--- config.mk ---
export PLATFORM = sky130hd
export DESIGN_NAME = ctrl_sequencer
export DESIGN_NICKNAME = d
export VERILOG_FILES = /design/src/rtl/cpu_pkg.sv /design/src/rtl/ctrl_wait_timer.sv /design/src/rtl/ctrl_sequencer.sv
export SDC_FILE = /design/constraint.sdc
export NUM_CORES = 1
export LEC_CHECK = 0
export ABC_AREA = 0
export CAP_MARGIN = 5
export CORE_MARGIN = 10
export CORE_UTILIZATION = 49
export DETAILED_ROUTE_END_ITERATION = 8
export PLACE_DENSITY = 0.86
export REMOVE_ABC_BUFFERS = 1
export SYNTH_ARGS = -nofsm -noshare
export SYNTH_HDL_FRONTEND = slang
export SYNTH_HIERARCHICAL = 1
export SYNTH_SLANG_ARGS = --single-unit
--- constraint.sdc ---
create_clock -name clk -period 5.2 [get_ports clk]
set_clock_uncertainty 0.15 [all_clocks]
set_input_delay 1.04 -clock clk [delete_from_list [all_inputs] [get_ports clk]]
set_output_delay 1.04 -clock clk [all_outputs]
set_load 0.05 [all_outputs]
--- src/rtl/cpu_pkg.sv ---
// Shared encodings for the accumulator CPU control path: opcodes, sequencer
// states, datapath mux codes and the decoded control word.
package cpu_pkg;

  localparam logic [3:0] OP_NOP = 4'h0;
  localparam logic [3:0] OP_LDA = 4'h1;
  localparam logic [3:0] OP_STA = 4'h2;
  localparam logic [3:0] OP_LDM = 4'h3;
  localparam logic [3:0] OP_STM = 4'h4;
  localparam logic [3:0] OP_LDI = 4'h5;
  localparam logic [3:0] OP_JMP = 4'h6;
  localparam logic [3:0] OP_JZ  = 4'h7;
  localparam logic [3:0] OP_JNZ = 4'h8;
  localparam logic [3:0] OP_JP  = 4'h9;
  localparam logic [3:0] OP_AND = 4'hA;
  localparam logic [3:0] OP_OR  = 4'hB;
  localparam logic [3:0] OP_ADD = 4'hC;
  localparam logic [3:0] OP_SUB = 4'hD;
  localparam logic [3:0] OP_UNA = 4'hE;
  localparam logic [3:0] OP_SYS = 4'hF;

  localparam logic [2:0] ST_FETCH  = 3'd0;
  localparam logic [2:0] ST_DECODE = 3'd1;
  localparam logic [2:0] ST_MEM    = 3'd2;
  localparam logic [2:0] ST_JABS   = 3'd3;
  localparam logic [2:0] ST_HALT   = 3'd4;

  localparam logic [2:0] ASEL_ALU = 3'b000;
  localparam logic [2:0] ASEL_REG = 3'b001;
  localparam logic [2:0] ASEL_IN  = 3'b010;
  localparam logic [2:0] ASEL_MEM = 3'b011;
  localparam logic [2:0] ASEL_IMM = 3'b100;

  localparam logic [2:0] ALU_PASS = 3'b000;
  localparam logic [2:0] ALU_AND  = 3'b001;
  localparam logic [2:0] ALU_OR   = 3'b010;
  localparam logic [2:0] ALU_ADD  = 3'b011;
  localparam logic [2:0] ALU_SUB  = 3'b100;
  localparam logic [2:0] ALU_NOT  = 3'b101;
  localparam logic [2:0] ALU_INC  = 3'b110;
  localparam logic [2:0] ALU_DEC  = 3'b111;

  localparam logic [1:0] SH_NONE = 2'b00;
  localparam logic [1:0] SH_SHL  = 2'b01;
  localparam logic [1:0] SH_SHR  = 2'b10;
  localparam logic [1:0] SH_ROTR = 2'b11;

  localparam logic [1:0] JMP_INC = 2'b00;
  localparam logic [1:0] JMP_ABS = 2'b01;
  localparam logic [1:0] JMP_REL = 2'b10;

  typedef struct packed {
    logic       mem_req;
    logic       mem_inst;
    logic       mem_wr;
    logic       ir_load;
    logic       pc_load;
    logic [1:0] jmp_mux;
    logic       mr_load;
    logic [2:0] a_sel;
    logic       a_load;
    logic       a_clr;
    logic       rf_wr;
    logic [2:0] alu_sel;
    logic [1:0] shft_sel;
    logic       out_en;
  } ctrl_t;

  function automatic logic jump_taken(input logic [3:0] op, input logic a_eq0,
                                      input logic a_pos);
    logic taken;
    case (op)
      OP_JMP:  taken = 1'b1;
      OP_JZ:   taken = a_eq0;
      OP_JNZ:  taken = !a_eq0;
      OP_JP:   taken = a_pos;
      default: taken = 1'b0;
    endcase
    return taken;
  endfunction

endpackage

--- src/rtl/ctrl_wait_timer.sv ---
// Memory wait counter: cleared by i_clr, counts while i_cnt, and flags the
// wait cycle on which the count would reach TIMEOUT.
module ctrl_wait_timer #(
  parameter int unsigned TIMEOUT = 15
) (
  input  logic clk,
  input  logic reset,
  input  logic i_clr,
  input  logic i_cnt,
  output logic o_expire
);

  localparam int unsigned CNT_W = $clog2(TIMEOUT + 1);
  localparam logic [CNT_W-1:0] CNT_MAX  = CNT_W'(TIMEOUT);
  localparam logic [CNT_W-1:0] CNT_LAST = CNT_W'(TIMEOUT - 1);

  logic [CNT_W-1:0] r_cnt;

  // Wait-cycle counter, saturating at TIMEOUT.
  always_ff @(posedge clk or posedge reset) begin
    if (reset) begin
      r_cnt <= '0;
    end else if (i_clr) begin
      r_cnt <= '0;
    end else if (i_cnt && (r_cnt != CNT_MAX)) begin
      r_cnt <= r_cnt + CNT_W'(1);
    end else begin
      r_cnt <= r_cnt;
    end
  end

  // Expiry is flagged on the cycle whose increment makes the count TIMEOUT.
  assign o_expire = i_cnt && (r_cnt == CNT_LAST);

endmodule

--- src/rtl/ctrl_sequencer.sv ---
// Multi-cycle FETCH/DECODE/MEM/JABS/HALT control unit for the accumulator CPU,
// with illegal-opcode and memory time-out traps.
module ctrl_sequencer
  import cpu_pkg::*;
#(
  parameter int          IR_W        = 8,
  parameter int          RSEL_W      = 3,
  parameter int unsigned TIMEOUT     = 15,
  parameter int          HALT_RESUME = 1
) (
  input  logic            clk,
  input  logic            reset,
  input  logic [IR_W-1:0] ir,
  input  logic            a_eq0,
  input  logic            a_pos,
  input  logic            mem_ack,
  input  logic            run,
  output logic            mem_req,
  output logic            mem_inst,
  output logic            mem_wr,
  output logic            ir_load,
  output logic            pc_load,
  output logic [1:0]      jmp_mux,
  output logic            mr_load,
  output logic [2:0]      a_sel,
  output logic            a_load,
  output logic            a_clr,
  output logic            rf_wr,
  output logic [2:0]      alu_sel,
  output logic [1:0]      shft_sel,
  output logic            out_en,
  output logic            halted,
  output logic            illegal,
  output logic            bus_err
);

  logic [2:0]      r_state;
  logic            r_illegal;
  logic            r_bus_err;
  logic [2:0]      w_state_nxt;
  logic            w_illegal_set;
  logic            w_bus_err_set;
  logic [3:0]      w_op;
  logic [3:0]      w_lo;
  logic [IR_W-5:0] w_rest;
  logic            w_rsv_bad;
  logic            w_taken;
  logic            w_mem_state;
  logic            w_expire;
  ctrl_t           w_ctrl;

  assign w_op        = ir[IR_W-1 -: 4];
  assign w_lo        = ir[3:0];
  assign w_rest      = ir[IR_W-5:0];
  // Register-addressed forms reserve the bits above the register field.
  assign w_rsv_bad   = |(w_rest >> RSEL_W);
  assign w_taken     = jump_taken(w_op, a_eq0, a_pos);
  assign w_mem_state = (r_state == ST_FETCH) || (r_state == ST_JABS) || (r_state == ST_MEM);

  ctrl_wait_timer #(
    .TIMEOUT (TIMEOUT)
  ) u_wait_timer (
    .clk      (clk),
    .reset    (reset),
    .i_clr    (!w_mem_state || mem_ack),
    .i_cnt    (w_mem_state && !mem_ack),
    .o_expire (w_expire)
  );

  // Next-state and Moore control-word decode; strobes marked below are ack-qualified.
  always_comb begin
    w_ctrl        = '0;
    w_state_nxt   = r_state;
    w_illegal_set = 1'b0;
    w_bus_err_set = 1'b0;
    case (r_state)
      ST_FETCH: begin
        w_ctrl.mem_req  = 1'b1;
        w_ctrl.mem_inst = 1'b1;
        w_ctrl.jmp_mux  = JMP_INC;
        if (mem_ack) begin
          w_ctrl.ir_load = 1'b1;
          w_ctrl.pc_load = 1'b1;
          w_state_nxt    = ST_DECODE;
        end else if (w_expire) begin
          w_bus_err_set = 1'b1;
          w_state_nxt   = ST_HALT;
        end else begin
          w_state_nxt = ST_FETCH;
        end
      end
      ST_DECODE: begin
        w_state_nxt = ST_FETCH;
        case (w_op)
          OP_NOP: begin
            if (w_rest != '0) begin
              w_illegal_set = 1'b1;
              w_state_nxt   = ST_HALT;
            end else begin
              w_state_nxt = ST_FETCH;
            end
          end
          OP_LDA, OP_STA, OP_AND, OP_OR, OP_ADD, OP_SUB: begin
            if (w_rsv_bad) begin
              w_illegal_set = 1'b1;
              w_state_nxt   = ST_HALT;
            end else if (w_op == OP_LDA) begin
              w_ctrl.a_sel  = ASEL_REG;
              w_ctrl.a_load = 1'b1;
            end else if (w_op == OP_STA) begin
              w_ctrl.rf_wr = 1'b1;
            end else begin
              w_ctrl.a_sel  = ASEL_ALU;
              w_ctrl.a_load = 1'b1;
              case (w_op)
                OP_AND:  w_ctrl.alu_sel = ALU_AND;
                OP_OR:   w_ctrl.alu_sel = ALU_OR;
                OP_ADD:  w_ctrl.alu_sel = ALU_ADD;
                default: w_ctrl.alu_sel = ALU_SUB;
              endcase
            end
          end
          OP_LDI: begin
            w_ctrl.a_sel   = ASEL_IMM;
            w_ctrl.a_load  = 1'b1;
            w_ctrl.pc_load = 1'b1;
            w_ctrl.jmp_mux = JMP_INC;
          end
          OP_LDM, OP_STM: begin
            w_ctrl.mr_load = 1'b1;
            w_state_nxt    = ST_MEM;
          end
          OP_JMP, OP_JZ, OP_JNZ, OP_JP: begin
            if (w_lo == 4'h0) begin
              w_state_nxt = ST_JABS;
            end else if (w_taken) begin
              w_ctrl.pc_load = 1'b1;
              w_ctrl.jmp_mux = JMP_REL;
            end else begin
              w_state_nxt = ST_FETCH;
            end
          end
          OP_UNA: begin
            w_ctrl.a_load = 1'b1;
            case (w_lo)
              4'h0: w_ctrl.alu_sel  = ALU_NOT;
              4'h1: w_ctrl.alu_sel  = ALU_INC;
              4'h2: w_ctrl.alu_sel  = ALU_DEC;
              4'h3: w_ctrl.shft_sel = SH_SHL;
              4'h4: w_ctrl.shft_sel = SH_SHR;
              4'h5: w_ctrl.shft_sel = SH_ROTR;
              default: begin
                w_ctrl.a_load = 1'b0;
                w_illegal_set = 1'b1;
                w_state_nxt   = ST_HALT;
              end
            endcase
          end
          OP_SYS: begin
            case (w_lo)
              4'h0: begin
                w_ctrl.a_sel  = ASEL_IN;
                w_ctrl.a_load = 1'b1;
              end
              4'h1: w_ctrl.out_en = 1'b1;
              4'h2: w_state_nxt   = ST_HALT;
              default: begin
                w_illegal_set = 1'b1;
                w_state_nxt   = ST_HALT;
              end
            endcase
          end
          default: begin
            w_illegal_set = 1'b1;
            w_state_nxt   = ST_HALT;
          end
        endcase
      end
      ST_JABS: begin
        w_ctrl.mem_req  = 1'b1;
        w_ctrl.mem_inst = 1'b1;
        // A not-taken absolute jump still steps the PC past its operand word.
        w_ctrl.jmp_mux  = w_taken ? JMP_ABS : JMP_INC;
        if (mem_ack) begin
          w_ctrl.pc_load = 1'b1;
          w_state_nxt    = ST_FETCH;
        end else if (w_expire) begin
          w_bus_err_set = 1'b1;
          w_state_nxt   = ST_HALT;
        end else begin
          w_state_nxt = ST_JABS;
        end
      end
      ST_MEM: begin
        w_ctrl.mem_req  = 1'b1;
        w_ctrl.mem_inst = 1'b0;
        w_ctrl.mem_wr   = (w_op == OP_STM);
        w_ctrl.a_sel    = (w_op == OP_LDM) ? ASEL_MEM : ASEL_ALU;
        if (mem_ack) begin
          w_ctrl.a_load = (w_op == OP_LDM);
          w_state_nxt   = ST_FETCH;
        end else if (w_expire) begin
          w_bus_err_set = 1'b1;
          w_state_nxt   = ST_HALT;
        end else begin
          w_state_nxt = ST_MEM;
        end
      end
      ST_HALT: begin
        if ((HALT_RESUME != 0) && run) begin
          w_state_nxt = ST_FETCH;
        end else begin
          w_state_nxt = ST_HALT;
        end
      end
      default: begin
        w_state_nxt = ST_FETCH;
      end
    endcase
  end

  // State register and sticky trap flags; only reset clears the flags.
  always_ff @(posedge clk or posedge reset) begin
    if (reset) begin
      r_state   <= ST_FETCH;
      r_illegal <= 1'b0;
      r_bus_err <= 1'b0;
    end else begin
      r_state   <= w_state_nxt;
      r_illegal <= r_illegal | w_illegal_set;
      r_bus_err <= r_bus_err | w_bus_err_set;
    end
  end

  // Reset forces every output low at once, so an in-flight mem_req drops asynchronously.
  assign mem_req  = w_ctrl.mem_req  & ~reset;
  assign mem_inst = w_ctrl.mem_inst & ~reset;
  assign mem_wr   = w_ctrl.mem_wr   & ~reset;
  assign ir_load  = w_ctrl.ir_load  & ~reset;
  assign pc_load  = w_ctrl.pc_load  & ~reset;
  assign jmp_mux  = w_ctrl.jmp_mux  & {2{~reset}};
  assign mr_load  = w_ctrl.mr_load  & ~reset;
  assign a_sel    = w_ctrl.a_sel    & {3{~reset}};
  assign a_load   = w_ctrl.a_load   & ~reset;
  assign a_clr    = w_ctrl.a_clr    & ~reset;
  assign rf_wr    = w_ctrl.rf_wr    & ~reset;
  assign alu_sel  = w_ctrl.alu_sel  & {3{~reset}};
  assign shft_sel = w_ctrl.shft_sel & {2{~reset}};
  assign out_en   = w_ctrl.out_en   & ~reset;
  assign halted   = (r_state == ST_HALT) & ~reset;
  assign illegal  = r_illegal & ~reset;
  assign bus_err  = r_bus_err & ~reset;

endmodule

==> results of run 1 <==
kinds of logic after synthesis:
group	after synthesis
AND/OR/NAND/NOR	76
AO/OA/AOI/OAI	34
buffers and inverters	22
flip-flops	9
XOR/XNOR	2
adder cells (fa/ha/maj)	2
other	1
worst min-delay path by stage:
stage,from,to
floorplan,r_bus_err,r_bus_err
global placement,r_bus_err,r_bus_err
detailed placement,r_illegal,r_illegal
CTS,r_illegal,r_illegal
global route,r_bus_err,r_bus_err
finish,r_illegal,r_illegal
layer usage:
metal | wire length [um] | GRT usage | vias up
met3 | 267 | 0.0485 | 3
met2 | 1540 | 0.231 | 40
met5 | 0 | 0 | -
met4 | 25 | 0.0393 | 0
met1 | 1370 | 0.169 | 596
li1 | - | - | 594
cell usage in the layout, fill, tap and decap left out, types with 4 or more instances in the layout:
| cell | instances |
|---|---|
| a21oi_1 | 6 |
| and3_1 | 4 |
| clkdlybuf4s50_1 | 34 |
| dfrtp_1 | 9 |
| inv_1 | 10 |
| nand2_1 | 9 |
| nand2b_1 | 4 |
| nand3_1 | 5 |
| nor2_1 | 18 |
| nor2b_1 | 6 |
| nor3_1 | 9 |
| o21ai_0 | 4 |
cell type report:
cell class / instances / area, um2 / share of cell area
clock buffer: 3 / 22.5 / 0.0159
clock inverter: 1 / 5.00 / 0.00353
inverter: 10 / 37.5 / 0.0265
multi-input combinational: 115 / 731 / 0.515
sequential: 9 / 225 / 0.159
tap: 27 / 33.8 / 0.0238
timing repair buffer: 37 / 363 / 0.256
power breakdown:
| group | switching, uW | internal (uW) |
|---|---|---|
| Clock | 30.5 | 28.6 |
| Combinational | 93.8 | 54.0 |
| Sequential | 12.4 | 78.2 |
state kept, by name (all words and copies together), names as in the netlist:
| signal | count |
|---|---|
| r_illegal | 1 |
| r_state | 3 |
| r_bus_err | 1 |
| u_wait_timer/r_cnt | 4 |
worst max-delay path, stage by stage:
cell	delay, ps
clkdlybuf4s50_1	540
or4_1	700
a221o_2	400
a41o_1	220
clkdlybuf4s50_1	700
metrics by stage:
step / hold WS (ps) / std cells / utilization / setup WS (ps) / total power [uW]
finish: 321 / 202 / 0.701 / 401 / 298
global route: 349 / 202 / 0.701 / 358 / 315
CTS: 320 / 202 / 0.701 / 433 / 298
detailed placement: 300 / 198 / 0.688 / 432 / 239
global placement: 283 / 198 / 0.688 / 460 / 234
floorplan: 270 / 134 / - / 85.1 / 185
==> results.json, run 1 <==
{
  "die_w_um": 66.6,
  "cts_setup_buffers": 0,
  "drv_cap": 0,
  "timing.fmax_mhz": 208,
  "drc": 0,
  "ys.flop_type": "dfrtp_1",
  "synth_xor_area_frac": 0.0164,
  "r2r_start": "r_state[0]",
  "endpoint": "pc_load",
  "critPathMaxFanout": 7,
  "report.final.hold_viol_count": 0,
  "synth.top_cell.area_share": 0.211,
  "antenna_found_initial": 0,
  "p_leak_uw": 0.000568,
  "drtPass1Iterations": 4,
  "htree_levels": 1,
  "synthTopCellsByArea": "dfrtp_1, nor2_1, nor3_1",
  "relSlewSlack": 0.353,
  "cp.arrival_ps": 3610,
  "postCtsHoldBufs": 0,
  "setup_viol": 0,
  "ant_nets": 0,
  "synth-seq-cells": 9,
  "fin_tns_setup_ps": 0,
  "async_flop_share": 1.00,
  "synth_top_family_by_area": "simple AND/OR/NAND/NOR gates",
  "yosys_warnings": 6,
  "fillers": 167,
  "clk_latency_ps": 280,
  "yosysMostFrequentCell": "nor2_1",
  "tritoncts": "done",
  "boundaryPins": 37,
  "yosysSeqAreaShare": 0.211,
  "ys_types": 53,
  "final_layout_size_suffix_gt1_frac": 0.0857,
  "diodes": 0,
  "syn_area_per_cell_um2": 7.30,
  "power-per-cell-area_nw_per_um2": 210,
  "synth-simple-area-share": 0.404,
  "cts_buffers": 3,
  "cp-end-kind": "output pin",
  "cts-resized-gates": 0,
  "hold_class": "reg2reg",
  "hold_depth": 1,
  "overflow": 0,
  "dp.final_hpwl_um": 2540,
  "synth_compound_area_frac": 0.238,
  "r2r_cells": 6,
  "start_kind": "input pin",
  "core_um2": 2020,
  "start_util": 0.527,
  "wl_per_cell_um": 15.8,
  "period_needed_ps": 4800,
  "timing.final.crit_share": 0.923,
  "dieArea_um2": 4440,
  "syn_inst": 146,
  "reg2reg_slack_ps": 2840,
  "synth_largest_area_cell": "dfrtp_1",
  "maxSlewViolCount": 0,
  "cp.required_ps": 4010,
  "port_buffers": 35,
  "cts_sinks": 9,
  "final_nets": 192,
  "postLayoutCellArea_um2": 1420,
  "crit_path_start": "ir[1]",
  "grt_pass1_vias": 1037,
  "status": "finished clean",
  "rsz0062_at_grt": "no",
  "dieHeight_um": 66.6,
  "dr.first_iter.drc_count": 82,
  "vdd_ir_drop_max_mv": 0.128,
  "routed_via_density": 6.10,
  "syn2layout_area_growth_pct": 33.0,
  "grt_pass1_wl_um": 5020,
  "groute.usage.overall": 0.141,
  "timing.rr.end": "r_state[0]",
  "rows": 16,
  "clk_pin_slew_ps": 70,
  "syn-cell-area_um2": 1070,
  "synth_edf_count": 0,
  "cts_buffer_depth": 2,
  "cts_root_buf": "clkbuf_4",
  "tightest_slew_ps": 963,
  "synthTopCellsByCount": "nor2_1, inv_1, dfrtp_1, nand2_1, nor3_1",
  "grt_max_degree": 15,
  "path_class": "in2out",
  "dpl_cell_area_um2": 1390,
  "num_vias": 1233,
  "synthAdderAreaFrac": 0.0235,
  "place.gp.congestion": 0.858,
  "synth.area.mux_share": 0,
  "totalWireLength_um": 3200
}
Note: power is estimated with default switching activity, not from simulation.
==> inputs of run 2 (changes only) <==
Settings changed: CAP_MARGIN 5 to 20.
==> results of run 2 <==
The final DEF is identical to that of run 1; final timing and power are the same.
